===== config.mk =====
export PLATFORM = sky130hd
export DESIGN_NAME = exp_req_scheduler
export DESIGN_NICKNAME = d
export VERILOG_FILES = /design/src/rtl/exp_req_scheduler.sv
export SDC_FILE = /design/constraint.sdc
export NUM_CORES = 1
export LEC_CHECK = 0
export CAP_MARGIN = 20
export CORE_UTILIZATION = 30
export DETAILED_ROUTE_END_ITERATION = 7
export DONT_BUFFER_PORTS = 1
export HOLD_SLACK_MARGIN = 0.08
export PLACE_DENSITY_LB_ADDON = 0.2
export SLEW_MARGIN = 15
export SYNTH_ARGS = -nofsm -noshare
export SYNTH_HDL_FRONTEND = slang
export SYNTH_SLANG_ARGS = --single-unit

===== constraint.sdc =====
create_clock -name i_clk -period 4.5 [get_ports i_clk]
set_input_delay 0.9 -clock i_clk [delete_from_list [all_inputs] [get_ports i_clk]]
set_output_delay 0.9 -clock i_clk [all_outputs]
set_load 0.01 [all_outputs]

===== src/rtl/exp_req_scheduler.sv =====
// Round-robin scheduler that grants one of N_REQ requesters and computes its
// saturated X^A by iterated multiplication, one multiply per clock.
module exp_req_scheduler #(
    parameter int unsigned N_REQ = 4,
    parameter int unsigned OP_W  = 4,
    parameter int unsigned P_W   = 15
) (
    input  logic                      i_clk,
    input  logic                      i_rst_n,
    input  logic [N_REQ-1:0]          i_req,
    input  logic [N_REQ*OP_W-1:0]     i_x,
    input  logic [N_REQ*OP_W-1:0]     i_a,
    output logic [N_REQ-1:0]          o_gnt,
    output logic                      o_busy,
    output logic                      o_valid,
    output logic [$clog2(N_REQ)-1:0]  o_id,
    output logic [P_W-1:0]            o_p,
    output logic                      o_ovf
);

    localparam int unsigned ID_W   = $clog2(N_REQ);
    localparam int unsigned PROD_W = P_W + OP_W;
    localparam logic [P_W-1:0] P_MAX = {P_W{1'b1}};

    typedef enum logic [1:0] {
        IDLE = 2'd0,
        CALC = 2'd1,
        DONE = 2'd2
    } state_t;

    state_t            r_state, w_state_nx;
    logic [ID_W-1:0]   r_last,  w_last_nx;
    logic [OP_W-1:0]   r_x,     w_x_nx;
    logic [OP_W-1:0]   r_a,     w_a_nx;
    logic [ID_W-1:0]   r_id,    w_id_nx;
    logic [P_W-1:0]    r_p,     w_p_nx;
    logic [OP_W-1:0]   r_cnt,   w_cnt_nx;
    logic              r_ovf,   w_ovf_nx;
    logic [N_REQ-1:0]  r_gnt,   w_gnt_nx;
    logic              r_busy,  w_busy_nx;
    logic              r_valid, w_valid_nx;
    logic [P_W-1:0]    r_op,    w_op_nx;
    logic [ID_W-1:0]   r_oid,   w_oid_nx;
    logic              r_oovf,  w_oovf_nx;

    logic              w_found;
    logic [ID_W-1:0]   w_win;
    logic [ID_W-1:0]   w_idx;
    logic [OP_W-1:0]   w_sel_x;
    logic [OP_W-1:0]   w_sel_a;
    logic [PROD_W-1:0] w_prod;

    // Round-robin search starting one past the last granted requester
    always_comb begin
        w_found = 1'b0;
        w_win   = '0;
        w_idx   = '0;
        for (int i = 1; i <= int'(N_REQ); i++) begin
            w_idx = r_last + ID_W'(i);
            if (!w_found && i_req[w_idx]) begin
                w_found = 1'b1;
                w_win   = w_idx;
            end
        end
    end

    // Operand mux for the winning requester
    always_comb begin
        w_sel_x = '0;
        w_sel_a = '0;
        for (int n = 0; n < int'(N_REQ); n++) begin
            if (w_win == ID_W'(n)) begin
                w_sel_x = i_x[n*OP_W +: OP_W];
                w_sel_a = i_a[n*OP_W +: OP_W];
            end
        end
    end

    assign w_prod = PROD_W'(r_p) * PROD_W'(r_x);

    // Next-state and datapath update
    always_comb begin
        w_state_nx = r_state;
        w_last_nx  = r_last;
        w_x_nx     = r_x;
        w_a_nx     = r_a;
        w_id_nx    = r_id;
        w_p_nx     = r_p;
        w_cnt_nx   = r_cnt;
        w_ovf_nx   = r_ovf;
        w_gnt_nx   = '0;
        w_busy_nx  = r_busy;
        w_valid_nx = 1'b0;
        w_op_nx    = r_op;
        w_oid_nx   = r_oid;
        w_oovf_nx  = r_oovf;

        case (r_state)
            IDLE: begin
                if (w_found) begin
                    w_state_nx = CALC;
                    w_last_nx  = w_win;
                    w_x_nx     = w_sel_x;
                    w_a_nx     = w_sel_a;
                    w_id_nx    = w_win;
                    w_p_nx     = P_W'(1);
                    w_cnt_nx   = '0;
                    w_ovf_nx   = 1'b0;
                    w_gnt_nx   = N_REQ'(1) << w_win;
                    w_busy_nx  = 1'b1;
                end
            end
            CALC: begin
                if (r_cnt == r_a) begin
                    w_op_nx    = r_p;
                    w_oid_nx   = r_id;
                    w_oovf_nx  = r_ovf;
                    w_valid_nx = 1'b1;
                    w_state_nx = DONE;
                end else begin
                    w_cnt_nx = r_cnt + OP_W'(1);
                    // Saturation is sticky: later multiplies cannot leave the ceiling
                    if (r_ovf || (w_prod > PROD_W'(P_MAX))) begin
                        w_p_nx   = P_MAX;
                        w_ovf_nx = 1'b1;
                    end else begin
                        w_p_nx = w_prod[P_W-1:0];
                    end
                end
            end
            DONE: begin
                w_state_nx = IDLE;
                w_busy_nx  = 1'b0;
            end
            default: begin
                w_state_nx = IDLE;
                w_busy_nx  = 1'b0;
            end
        endcase
    end

    // State register; pointer resets to the top so requester 0 wins first
    always_ff @(posedge i_clk or negedge i_rst_n) begin
        if (!i_rst_n) begin
            r_state <= IDLE;
            r_last  <= ID_W'(N_REQ - 1);
            r_x     <= '0;
            r_a     <= '0;
            r_id    <= '0;
            r_p     <= P_W'(1);
            r_cnt   <= '0;
            r_ovf   <= 1'b0;
            r_gnt   <= '0;
            r_busy  <= 1'b0;
            r_valid <= 1'b0;
            r_op    <= '0;
            r_oid   <= '0;
            r_oovf  <= 1'b0;
        end else begin
            r_state <= w_state_nx;
            r_last  <= w_last_nx;
            r_x     <= w_x_nx;
            r_a     <= w_a_nx;
            r_id    <= w_id_nx;
            r_p     <= w_p_nx;
            r_cnt   <= w_cnt_nx;
            r_ovf   <= w_ovf_nx;
            r_gnt   <= w_gnt_nx;
            r_busy  <= w_busy_nx;
            r_valid <= w_valid_nx;
            r_op    <= w_op_nx;
            r_oid   <= w_oid_nx;
            r_oovf  <= w_oovf_nx;
        end
    end

    assign o_gnt   = r_gnt;
    assign o_busy  = r_busy;
    assign o_valid = r_valid;
    assign o_id    = r_oid;
    assign o_p     = r_op;
    assign o_ovf   = r_oovf;

endmodule


**Yosys cells after proc, flatten, opt, wreduce, memory -nomap -nowiden**

Index checks and enable logic that the tools add are counted.

- Add/sub/neg operators: 4
- Multiply operators: 1
- $lt $le $gt $ge: 5
- Eq/ne operators: 9
- Shifts and indexed selects: 1
- Mux-type cells: 44
- Bitwise logic cells: 1
- Reductions and logical operators: 16

Operators with widths:

| kind | count |
|---|---|
| $mux 4 | 12 |
| $mux 15 | 3 |
| $pmux 15 s2 | 1 |
| $gt 19x15->1 const B | 1 |
| $mul 15x4->19 | 1 |
| $mux 1 | 14 |
| $lt 2x3->1 const B | 4 |
| $mux 2 | 6 |
| $bmux 1 s2 | 4 |
| $ne 2x2->1 const B | 4 |
| $pmux 4 s2 | 1 |
| $reduce_and 2->1 | 4 |
| $add 2x2->2 const B | 2 |
| $add 4x1->4 const B | 1 |
| $eq 2x1->1 const B | 2 |
| $eq 2x2->1 const B | 2 |
| $eq 4x4->1 | 1 |
| $logic_not 2->1 | 2 |
| $pmux 1 s2 | 2 |
| $pmux 2 s2 | 1 |
| $reduce_and 4->1 | 1 |
| $shl 1x2->4 const A | 1 |
| $logic_and 1x1->1 | 3 |
| $logic_not 1->1 | 3 |
| other kinds (5) | 5 |

- Bits in registers: 58
- Bits of input ports: 38
- Output and inout port bits: 24
- Logic and storage cells: 95

**Logic depth before layout (Yosys ltp)**

- Word-level depth: 18
- Depth in mapped cells: 16

**Worst setup path after synthesis**

Ideal clock, no wire load.

- Kind: reg-to-reg
- Start: reg r_x[3]
- End: reg r_p[10]
- Setup time: 0.137 ns
- Data arrival time: 3.949 ns
- Setup slack: 0.415 ns
- Cell stages (with the launch flop): 16
- Path buffers: 2
- Cells stage by stage: dfrtp_1 -> clkbuf_1 -> and2_1 -> fa_1 -> inv_1 -> fa_1 -> inv_1 -> ha_1 -> a21oi_1 -> o211ai_1 -> a21oi_1 -> o2111ai_1 -> a222oi_1 -> a31o_2 -> buf_6 -> o211ai_2

- Cells in the longest elaborated chain, start to end: 6

RTL lines:

| item | line | RTL |
|---|---|---|
| from (decl) | 33 | `logic [OP_W-1:0] r_x, w_x_nx;` |
| from (signal assigned) | 162 | `r_x <= w_x_nx;` |
| $mul 15x4->19 * | 79 | `assign w_prod = PROD_W'(r_p) * PROD_W'(r_x);` |
| $gt 19x15->1 | 123 | `if (r_ovf \|\| (w_prod > PROD_W'(P_MAX))) begin` |
| $logic_or 1x1->1 | 123 |  |
| $mux 15 * | 123 |  |
| $mux 15 * | 114 | `if (r_cnt == r_a) begin` |
| $pmux 15 s2 * | 98 | `case (r_state)` |
| to (signal assigned) | 165 | `r_p <= w_p_nx;` |
| to (decl) | 36 | `logic [P_W-1:0] r_p, w_p_nx;` |

Every way passes the cells marked *; elsewhere a longest branch is shown, timed or not. The select of a mux whose other input is x is not followed.
A chain may end at the register's enable or synchronous reset.

**Worst setup path after layout**

- Start: reg r_p[0]
- End: reg r_p[11]

- Cells in the longest elaborated chain, start to end: 6

RTL lines:

| item | line |
|---|---|
| $mul 15x4->19 * | 79 |
| $gt 19x15->1 | 123 |
| $logic_or 1x1->1 | 123 |
| $mux 15 * | 123 |
| $mux 15 * | 114 |
| $pmux 15 s2 * | 98 |

Marked as above.

==> flow_summary.yaml <==
clocking:
  clock_sinks: 58
  cts_root_buffer: "clkbuf_16"
  cts_tree: "done"
  clk_latency_ps: 340
  path_clk_slew_ps: 60
  clock_tree.htree_level_count: 3
  cts_made_buffers: 9
  clock_path_buffers: 2
routing:
  wl_per_cell_um: 15.6
  drtIter0Drc: 254
  ant_nets: 0
  drt_first_pass_iters: 8
  routed_wl_um: 11200
  avgViaCountPerCell: 4.96
  drc: 6
  vias: 3551
synthesis:
  synth_top_area_cell: "dfrtp_1"
  synth_compound_area_share_pct: 14.9
  syn_area_per_cell_um2: 8.74
  synth_fa_ha_area_share_pct: 18.1
  ys.flop_type: "dfrtp_1"
  synth_area_leaders: "dfrtp_1 (30%), fa_1 (11%), nand2_1 (9.7%)"
  synth-xor-area-share_pct: 2.90
  synth_nets: 606
  yosysTopAreaCellShare_pct: 30.4
  seq_area_frac_synth_pct: 32.1
  async_flop_share_pct: 100
  muxShareOfSynthArea_pct: 4.01
  synth_top_family_by_area: "simple AND/OR/NAND/NOR gates"
  synthDistinctLibCells: 49
  yosysWarnings: 0
  synth_edf_count: 0
  synth_seq_cells: 58
  synth_cells: 518
  netlist_area_um2: 4530
  synth-simple-area-share_pct: 21.7
grt:
  grt.total_usage_pct: 15.1
  grt_pass1_wl_um: 18400
  overflow: 0
  grt_antenna_before_repair: 0
  grt_pass1_vias: 3652
  grt_max_degree: 59
outcome:
  violations: "design-rule violations"
  status: "finished with violations"
critical_path:
  critPathLaunchType: "flip-flop"
  r2r-start: "r_p[0]"
  worstPathArrival_ps: 4610
  worstPathMaxFanout: 3
  r2r_cells: 15
  r2r_slack_ps: 120
  cp-end-kind: "flip-flop"
  critPathRequiredTime_ps: 4730
  timing.rr.end: "r_p[11]"
  crit_type: "reg2reg"
final_layout:
  final_cells: 716
  drive_above_1_share_pct: 10.9
  nets: 615
  final_area_um2: 5170
  antenna_cells: 0
  final_common_cell: "nand2_1"
  area_growth_pct: 14.2
  most-common-layout-cells: "nand2_1 (117), dfrtp_1 (55), inv_1 (51)"
timing:
  period_share_pct: 97.4
  fin_ws_ps: 115
  fin_crit_ps: 4380
  maxSlewViolCount: 0
  max_freq_ghz: 0.228
  hold_viol: 0
  slew_headroom_pct: 41.3
  skew_ps: 9.50
  setup_violations: 0
  max_slew.worst_pin.slew_ps: 874
die:
  pin_count: 62
  fp-row-count: 44
  fp.dieH_um: 125
  start_util_pct: 30.9
  die_w_um: 125
  core_um2: 14600
  die-area_um2: 15600
place:
  gp_congestion: 0.819
  hpwlAfterDp_um: 8430
  place_area_um2: 4790
  port_buffers: 0
  dp_slack_ps: 4.04
  placed_cells: 696
min_path:
  hp-class: "in2async"
run:
  max_cap_viol_count: 0
-- state kept, by name, indices dropped and copies added, names as in the netlist --
register and flops:
r_p 15, r_x 4, r_last 2, r_ovf 1, o_ovf 1, r_a 4, o_valid 1, o_p 15
r_state 2, o_gnt 4, o_id 2, r_cnt 4, o_busy 1, r_id 2
-- cell type report --
| class | instances | area, µm² |
|---|---|---|
| Fill cell | 1524 | 9470 |
| Clock inverter | 5 | 103 |
| Sequential cell | 58 | 1460 |
| Clock buffer | 11 | 233 |
| Timing Repair Buffer | 17 | 140 |
| Tap cell | 184 | 230 |
| Inverter | 52 | 195 |
| Multi-Input combinational cell | 389 | 2820 |
-- routing by layer --
metal	track usage, %	part of all wire (%)
met2	24.5	47
met5	0	0
met1	19.2	46
met4	5.16	2.0
met3	4.47	5.1
-- worst max-delay path, cell delays in order, from the launching register on --
cell,delay [ps]
dfstp_2,550
nand2_1,80
fa_1,540
inv_1,60
fa_1,550
inv_1,70
fa_1,440
nor2b_2,160
o211ai_1,250
a211o_1,370
a21bo_2,200
a222oi_1,380
buf_4,190
buf_4,100
a41oi_1,130
a21o_1,200
-- timing repair --
| action | in CTS | in global routing |
|---|---|---|
| setup buffers | 0 | 4 |
| hold buffers | 0 | 0 |
| endpoints found under the hold margin | 0 | 0 |
| resized for setup | 0 | 6 |
| endpoints found under the setup margin | 0 | 16 |
-- cells by family after synthesis --
group / after synthesis
buf+inv: 71
flops: 58
mux: 17
fa+ha+maj: 50
simple gates: 210
xor+xnor: 15
compound gates: 97
-- synth_stat cells (all sizes together), types with 3 or more instances --
library cell    n
mux2            9
and2           47
fa             26
a211o           3
ha             24
a31oi           3
o311ai          3
nand2         117
a22oi           5
a21oi          15
a21o            8
nor3            7
nand2b          7
or3             3
xor2           10
mux2i           8
clkbuf         15
nand3           4
o211ai         10
xnor2           5
dfstp           3
a211oi          7
inv            51
o21a            3
o21ai          26
nor2           10
nand4           3
dfrtp          55
nor2b           7
buf             4
-- worst max-delay path by stage --
stage / startpoint / endpoint / slack (ps) / depth (start not counted)
after global routing: r_x[3] / r_p[8] / -70 / 15
after CTS: r_p[0] / r_p[4] / 8 / 14
after floorplan: r_x[3] / r_p[10] / 410 / 15
final: r_p[0] / r_p[11] / 120 / 15
after detailed placement: r_p[0] / r_p[4] / 4 / 14
after global placement: r_p[0] / r_p[4] / 120 / 15
-- through the flow --
stage               utilization (%)  hold slack (ps)  TNS, ps
CTS                            35.0              243        0
global route                   35.3              241     -199
detailed placement             32.7              460        0
global placement               32.7              459        0
finish                         35.3              256        0
floorplan                         -              439        0
Power is left out: the tool's default activity adds up to more than one toggle a clock period on the data nets, which glitch-free logic cannot reach.
